**src/rtl/led_catcher_ctrl.sv**
```systemverilog
// -----------------------------------------------------------------------------
// led_catcher_ctrl
// Reaction game controller. A single lit LED walks across the bar. The player
// presses the button to "catch" it. Catching at TARGET_IDX scores a hit.
// Any other index is a miss. Each catch freezes the display for a while.
// Reaching WIN_SCORE ends the game with all LEDs lit.
// -----------------------------------------------------------------------------
module led_catcher_ctrl #(
  parameter int NUM_LEDS      = 16,
  parameter int STEP_CYCLES   = 10_000_000,
  parameter int FREEZE_CYCLES = 300_000_000,
  parameter int TARGET_IDX    = 7,
  parameter int WIN_SCORE     = 9
) (
  input  logic                clk,
  input  logic                rst,
  input  logic                btn,
  output logic [NUM_LEDS-1:0] led,
  output logic [3:0]          score,
  output logic                frozen,
  output logic                hit,
  output logic                miss,
  output logic                won
);

  // Counter widths are sized from the terminal count so that the largest
  // value (parameter - 1) is always representable.
  localparam int POS_W  = (NUM_LEDS      > 1) ? $clog2(NUM_LEDS)      : 1;
  localparam int STEP_W = (STEP_CYCLES   > 1) ? $clog2(STEP_CYCLES)   : 1;
  localparam int FRZ_W  = (FREEZE_CYCLES > 1) ? $clog2(FREEZE_CYCLES) : 1;

  localparam logic [POS_W-1:0]  POS_LAST   = POS_W'(NUM_LEDS - 1);
  localparam logic [POS_W-1:0]  TARGET_POS = POS_W'(TARGET_IDX);
  localparam logic [STEP_W-1:0] STEP_LAST  = STEP_W'(STEP_CYCLES - 1);
  localparam logic [FRZ_W-1:0]  FRZ_LAST   = FRZ_W'(FREEZE_CYCLES - 1);
  localparam logic [3:0]        WIN_VAL    = 4'(WIN_SCORE);

  typedef enum logic [1:0] {
    S_IDLE,
    S_RUN,
    S_FREEZE,
    S_WON
  } state_t;

  state_t            state;
  state_t            state_nxt;
  logic              btn_q;
  logic              rise;
  logic [STEP_W-1:0] step_cnt;
  logic [FRZ_W-1:0]  frz_cnt;
  logic [POS_W-1:0]  pos;
  logic              step_done;
  logic              frz_done;
  logic              on_target;

  // A press acts only on its rising edge, so a held button never re-triggers.
  assign rise      = btn & ~btn_q;
  assign step_done = (step_cnt == STEP_LAST);
  assign frz_done  = (frz_cnt == FRZ_LAST);
  assign on_target = (pos == TARGET_POS);

  // Button history register used for rising-edge detection.
  // NOTE: sequential state uses non-blocking assignments so every flop samples
  // the pre-edge values, independent of the order of statements or blocks.
  always_ff @(posedge clk or posedge rst) begin
    if (rst) btn_q <= 1'b0;
    else     btn_q <= btn;
  end

  // State register.
  always_ff @(posedge clk or posedge rst) begin
    if (rst) state <= S_IDLE;
    else     state <= state_nxt;
  end

  // Next-state logic. A catch takes priority over a same-edge step advance.
  // NOTE: every always_comb output gets a default first, so no path can leave
  // it unassigned and infer a latch.
  always_comb begin
    state_nxt = state;
    case (state)
      S_IDLE:   if (rise) state_nxt = S_RUN;
      S_RUN:    if (rise) state_nxt = S_FREEZE;
      S_FREEZE: if (frz_done) state_nxt = (score == WIN_VAL) ? S_WON : S_RUN;
      S_WON:    if (rise) state_nxt = S_IDLE;
      default:  state_nxt = S_IDLE;
    endcase
  end

  // Datapath: step/freeze counters, LED position, score and catch pulses.
  always_ff @(posedge clk or posedge rst) begin
    if (rst) begin
      step_cnt <= '0;
      frz_cnt  <= '0;
      pos      <= '0;
      score    <= '0;
      hit      <= 1'b0;
      miss     <= 1'b0;
    end else begin
      hit  <= 1'b0;
      miss <= 1'b0;
      case (state)
        S_IDLE: begin
          step_cnt <= '0;
          frz_cnt  <= '0;
          pos      <= '0;
          if (rise) score <= '0;
        end
        S_RUN: begin
          if (rise) begin
            // Catch: position is latched as-is and the freeze count starts.
            frz_cnt <= '0;
            if (on_target) begin
              hit <= 1'b1;
              if (score < WIN_VAL) score <= score + 4'd1;
            end else begin
              miss <= 1'b1;
            end
          end else if (step_done) begin
            step_cnt <= '0;
            pos      <= (pos == POS_LAST) ? '0 : pos + POS_W'(1);
          end else begin
            step_cnt <= step_cnt + STEP_W'(1);
          end
        end
        S_FREEZE: begin
          if (frz_done) begin
            frz_cnt  <= '0;
            step_cnt <= '0;
          end else begin
            frz_cnt <= frz_cnt + FRZ_W'(1);
          end
        end
        S_WON: begin
          step_cnt <= '0;
          frz_cnt  <= '0;
          pos      <= '0;
        end
        default: begin
          step_cnt <= '0;
          frz_cnt  <= '0;
          pos      <= '0;
        end
      endcase
    end
  end

  // Output decode from registered state and position only.
  always_comb begin
    led    = '0;
    frozen = 1'b0;
    won    = 1'b0;
    case (state)
      S_RUN:    led[pos] = 1'b1;
      S_FREEZE: begin
        led[pos] = 1'b1;
        frozen   = 1'b1;
      end
      S_WON: begin
        led = '1;
        won = 1'b1;
      end
      default: led = '0;
    endcase
  end

endmodule

```
**config.mk**
```make
export PLATFORM = sky130hd
export DESIGN_NAME = led_catcher_ctrl
export DESIGN_NICKNAME = d
export VERILOG_FILES = /design/src/rtl/led_catcher_ctrl.sv
export SDC_FILE = /design/constraint.sdc
export NUM_CORES = 1
export LEC_CHECK = 0
export CAP_MARGIN = 20
export CORE_ASPECT_RATIO = 1.25
export CORE_MARGIN = 5
export CORE_UTILIZATION = 64
export DETAILED_ROUTE_END_ITERATION = 10
export PLACE_DENSITY = 0.84
export SLEW_MARGIN = 20
export SYNTH_ARGS = -nofsm -noshare
export SYNTH_HDL_FRONTEND = slang
export SYNTH_SLANG_ARGS = --single-unit
```
**constraint.sdc**
```tcl
create_clock -name clk -period 4.32 [get_ports clk]
set_clock_uncertainty 0.15 [all_clocks]
set_input_delay 0.648 -clock clk [delete_from_list [all_inputs] [get_ports clk]]
set_output_delay 0.648 -clock clk [all_outputs]
set_load 0.05 [all_outputs]
```
==> metrics.cfg, run 1 <==
[die]
fp.dieH_um = 101
rows = 33
io_pins = 27
core_mm2 = 0.00652
die-area_mm2 = 0.00837
die_x_um = 82.8
start_util_pct = 65.1

[synth]
synth-edff-count = 0
ys_warn_count = 0
netlist_area_mm2 = 0.00425
synthDistinctLibCells = 68
syn_nets = 496
synth_ff_type = dfrtp_1
synth_area_per_cell_um2 = 8.86
ys_seq_elements = 66
synth_cells = 479
synth-seq-area-share_pct = 38.9
async_flop_share_pct = 100

[layout]
final_cell_mix = 66 x dfrtp_1, 54 x nor2_1, 41 x nand2_1, 28 x nand3_1, 26 x clkdlybuf4s50_1
final_common_cell = dfrtp_1
final_layout_size_suffix_gt1_share_pct = 8.43
final_util_pct = 72.5
nFillCells = 520
area_growth_pct = 11.4
fin_nets = 510
layout.cells.non_filler = 585
diodes = 0

[global_routing]
grt_pass1_vias = 3829
grt_pass1_wl_um = 17900
grt_antenna_before_repair = 0
gr-total-overflow = 0
grt_start_max_net_pins = 56
grtUsageTotal_pct = 26.1

[route]
drt_iter0_markers = 194
wire_per_inst_um = 18.0
vias_per_cell = 6.60
vias = 3862
ant_nets = 0
dr.pass1.iters = 4
drt-total-wl_um = 10500
drc = 0

[placed_design]
place.gp.congestion = 0.857
dp_hpwl_um = 7060
placedCellCount = 569
portBuffers = 26

[cts]
cts_setup_buffers = 0
cts_hold_buffers = 0
cts_tree = built
clk-insertion-delay-late_ns = 0.35
numClockSinks = 66
cts_root_buf = clkbuf_8
ctsResizeCount = 0
cts_buffer_depth = 2
clk_pin_slew_ns = 0.08
h-tree-depth = 3
numCtsBuffers = 9

[power]
total_leakage_power_nw = 1.93
p_comb_share_pct = 44.6
power_per_cell_area_mw_per_mm2 = 480
switching_share_pct = 45.6
intPower_mw = 1.24
seqPwrFrac_pct = 30.0
clkPwrFrac_pct = 25.3
switchingPower_mw = 1.03
vdd_drop_max_v = 0.000402

[worst_setup_path]
arrival_ns = 2.67
worstSetupPathType = flop to primary output
critPathRequiredTime_ns = 3.52
start_kind = flop
worst_setup_path_end_kind = primary output
crit_fanout = 21

[timing]
max_clock_freq_mhz = 288
hold_viol_final = 0
setup_viol = 0
rsz0062_at_grt = no
min_period_over_period_pct = 80.3
slew_headroom_pct = 32.9
tightestPinTransition_ns = 1.00
setup-tns-final_ns = 0
finalMaxSlewViolations = 0
finalCriticalPeriod_ns = 3.47

[run]
drv_cap = 0

[min_path]
hp-class = flop to flop

[outcome]
status = finished, final reports clean

-- power by group through the flow --
stage | registers, mW | logic [mW] | clock network [mW]
2_1_floorplan | 0.689 | 0.750 | 0
3_3_place_gp | 0.691 | 0.986 | 0
3_5_place_dp | 0.692 | 1.00 | 0
4_1_cts | 0.680 | 1.01 | 0.585
5_1_grt | 0.685 | 1.09 | 0.608
6_report | 0.682 | 1.01 | 0.576
-- kinds of logic after synthesis --
kind of cell / share of synthesized area (%)
flops: 38.9
buf+inv: 4.95
fa+ha+maj: 4.13
simple gates: 28.8
xor+xnor: 5.57
compound gates: 17.2
mux: 0.472
-- critical path: stages (launching register included) --
cell	delay (ns)
dfrtp_1	0.42
inv_1	0.10
ha_1	0.67
a31oi_1	0.16
nor2_1	0.13
clkdlybuf4s50_1	0.84
-- path summary, 6_finish.rpt --
| check | depth (start not counted) | from | endpoint | slack [ns] |
|---|---|---|---|---|
| setup / recovery | 5 | state[1] | led[11] | 0.85 |
| hold / removal | 1 | step_cnt[9] | step_cnt[9] | 0.38 |
| setup reg to reg | 7 | frz_cnt[0] | frz_cnt[17] | 1.52 |
| hold reg to reg | 1 | step_cnt[9] | step_cnt[9] | 0.38 |
| max in group asynchronous | 3 | rst | step_cnt[14] | 2.75 |
| min in group asynchronous | 2 | rst | frz_cnt[19] | 0.61 |
-- layer usage --
layer  global-route usage, %  vias to the layer above  part of all wire (%)
met5                       0                        -                     0
li1                        -                     1784                     -
met1                    30.6                     1878                    39
met4                    12.7                        0                   2.8
met3                    5.15                       33                   6.2
met2                    46.0                      167                    52
-- sequential cells by signal, summed over array words and instances, names as in the netlist --
signal    flops
btn_q         1
pos           4
hit           1
frz_cnt      29
state         2
score         4
step_cnt     24
miss          1
-- layout make-up --
| cell class | count | area, um2 | share of cell area [%] |
|---|---|---|---|
| clock buffers | 9 | 124 | 2.62 |
| clock inverters | 7 | 93.8 | 1.98 |
| inverters | 16 | 62.6 | 1.32 |
| multi-input cells | 368 | 2380 | 50.4 |
| flip-flops and latches | 66 | 1650 | 34.9 |
| well taps | 87 | 109 | 2.30 |
| repair buffers | 32 | 305 | 6.46 |
-- stage by stage --
stage | setup WS [ns] | hold slack (ns) | power [mW] | cell area (um2)
finish | 0.850 | 0.377 | 2.27 | 4730
global route | 0.662 | 0.407 | 2.38 | 4730
CTS | 0.865 | 0.372 | 2.27 | 4730
detailed placement | 1.24 | 0.355 | 1.69 | 4510
global placement | 1.31 | 0.348 | 1.68 | 4510
floorplan | 1.36 | 0.315 | 1.44 | 4250
-- synthesized netlist by cell type (4+ instances only) --
| cell type | n | share of area, % |
|---|---|---|
| dfrtp_1 | 66 | 39 |
| inv_1 | 16 | 1.4 |
| nand3_1 | 28 | 3.3 |
| nor4_1 | 6 | 0.88 |
| a32oi_1 | 4 | 0.83 |
| nor3_1 | 8 | 0.94 |
| and4_1 | 5 | 1.0 |
| clkbuf_1 | 16 | 1.4 |
| xnor2_1 | 5 | 1.0 |
| and2_1 | 7 | 1.0 |
| nand2b_1 | 5 | 0.74 |
| buf_2 | 5 | 0.59 |
| nor2b_1 | 5 | 0.74 |
| o31ai_1 | 8 | 1.4 |
| nand2_1 | 41 | 3.6 |
| a21oi_1 | 14 | 1.7 |
| xor2_1 | 22 | 4.5 |
| a31oi_1 | 22 | 3.2 |
| and3_1 | 9 | 1.3 |
| nand4_1 | 23 | 3.4 |
| nor2_1 | 54 | 4.8 |
| ha_1 | 14 | 4.1 |
| nor4b_1 | 4 | 0.83 |
| o21ai_0 | 21 | 2.5 |
| o211ai_1 | 4 | 0.71 |
No activity file was read; power rests on OpenSTA's default activity.
==> run 2, diff against run 1 <==
Settings changed: CORE_UTILIZATION 64 to 54, PLACE_DENSITY 0.84 to 0.76.
Clock period 4.32 ns to 2.8 ns, I/O delays scaled along.
==> run 2 against run 1 <==
Register-to-register slack got worse by 1.3 ns. Flip-flop and latch count did not move. Wire length down 0.49%. Cell count increased by 2.7%. Largest power group unchanged. Largest cell class unchanged. Core utilization is 8.1 points lower. Die area grew 16%. Final area is 5.6% higher. Global-route usage shrank 2.8 points. Total power grew 69%. Hold slack got worse by 0.058 ns.
==> metrics.cfg, run 2 (synthesis results as in run 1) <==
[timing]
rsz0062_at_grt = no
finalCriticalPeriod_ns = 2.58
setup-tns-final_ns = 0
max_clock_freq_mhz = 388
hold_viol_final = 0
tightestPinTransition_ns = 0.796
setup_viol = 0
slew_headroom_pct = 46.5
min_period_over_period_pct = 92.1
finalMaxSlewViolations = 0

[power]
seqPwrFrac_pct = 27.3
p_comb_share_pct = 48.0
switching_share_pct = 42.2
intPower_mw = 2.22
total_leakage_power_nw = 2.06
vdd_drop_max_v = 0.000545
switchingPower_mw = 1.62
clkPwrFrac_pct = 24.7
power_per_cell_area_mw_per_mm2 = 768

[route]
routed.top_layer = met4
wl_met1_um = 4230
drt_iter0_markers = 312
drt-total-wl_um = 10500
vias_per_cell = 6.43
dr.pass1.iters = 5
dr_wl_met2_um = 5360
drc = 0
met3WireLength_um = 562
ant_nets = 0
vias = 3862
wire_per_inst_um = 17.4

[cts]
clk-insertion-delay-late_ns = 0.35
cts_tree = built
cts_root_buf = clkbuf_8
cts_buffer_depth = 2
clk_pin_slew_ns = 0.08
numCtsBuffers = 9
h-tree-depth = 3
numClockSinks = 66

[layout]
final_util_pct = 64.4
final_common_cell = dfrtp_1
final_cell_mix = 66 x dfrtp_1, 54 x nor2_1, 41 x nand2_1, 28 x nand3_1, 23 x nand4_1
final_layout_size_suffix_gt1_share_pct = 13.2
layout.cells.non_filler = 601
diodes = 0
largest_register_ffs = 29
area_growth_pct = 17.6
fin_nets = 518
largest_register = frz_cnt
top_regs = frz_cnt x29, step_cnt x24

[worst_setup_path]
critPathMaxStageDelay_ns = 0.83
crit_family = buffers and inverters
worstPathCellList = inv_1 > ha_1 > clkdlybuf4s50_1
arrival_ns = 2.01
worst_setup_path_end_kind = primary output
r2r-start = state[1]
cp-startpoint = state[0]
worstSetupPathType = flop to primary output
start_kind = flop
path_buf_inv = 2
slowest_stage = clkdlybuf4s50_1
critPathRequiredTime_ns = 2.23
crit_fanout = 5

[global_routing]
gr-total-overflow = 0
grt_pass1_vias = 3867
grt_antenna_before_repair = 0
grt_start_max_net_pins = 67
grt_pass1_wl_um = 17900
grtUsageTotal_pct = 23.4

[placed_design]
portBuffers = 26
placedCellCount = 585
dp_hpwl_um = 7310
place.gp.congestion = 0.882

[die]
rows = 36
fp.dieH_um = 109
core_mm2 = 0.00775
start_util_pct = 54.8
die-area_mm2 = 0.00975
io_pins = 27
die_x_um = 89.3

[outcome]
status = finished, final reports clean

[run]
drv_cap = 0

[min_path]
hp-class = primary input to async pin

## run 2: cell types whose count changed in the layout (fill, tap and decap cells not counted), sizes merged
cell and change:
buf +24, clkbuf +3, clkdlybuf4s50 -16, clkinv -2, clkinvlp -1
## run 2: power groups by stage
stage / Sequential [mW] / Clock (mW) / Combinational [mW]
floorplan: 1.06 / 0 / 1.16
global placement: 1.06 / 0 / 1.80
detailed placement: 1.06 / 0 / 1.83
CTS: 1.05 / 0.960 / 1.83
global route: 1.06 / 1.00 / 1.98
finish: 1.05 / 0.947 / 1.84
## run 2: worst register-to-register path: stages (launching register included)
cell,delay [ns]
dfrtp_1,0.42
inv_1,0.11
ha_1,0.32
and3b_1,0.35
nor4_1,0.60
a21boi_0,0.20
a22oi_1,0.19
o31ai_1,0.09
## run 2: worst paths after layout
check | to | cells past startpoint | slack, ns
max | frozen | 3 | 0.22
min | frz_cnt[19] | 3 | 0.32
max reg2reg | step_cnt[22] | 7 | 0.26
min reg2reg | step_cnt[23] | 1 | 0.39
max in group asynchronous | frz_cnt[3] | 3 | 1.90
min in group clk | step_cnt[23] | 1 | 0.39
## run 2: cell type report
cell class	instances	area (um2)
repair buffers	40	538
well taps	95	119
inverters	16	60.1
fillers	627	2760
clock buffers	12	165
clock inverters	4	72.6
flip-flops and latches	66	1650
multi-input cells	368	2390
## run 2: per-stage QoR
step / setup slack (ns) / power (mW) / hold WS [ns] / area, um2
global route: 0.106 / 4.04 / 0.351 / 4990
CTS: 0.0790 / 3.84 / 0.324 / 4990
finish: 0.220 / 3.84 / 0.318 / 4990
global placement: 0.411 / 2.86 / 0.345 / 4750
detailed placement: 0.334 / 2.89 / 0.372 / 4750
floorplan: 0.0724 / 2.22 / 0.301 / 4250
## run 2: repair_timing
item | in CTS | in global routing
hold buffers | 0 | 0
buffers inserted | 0 | 0
setup endpoints to repair | 0 | 15
resized for setup | 0 | 1
## run 2: metal layers
metal / vias to the layer above / track usage, %
met5: - / 0
met4: 0 / 11.8
met3: 39 / 5.22
met2: 145 / 39.0
met1: 1878 / 27.8
li1: 1800 / -
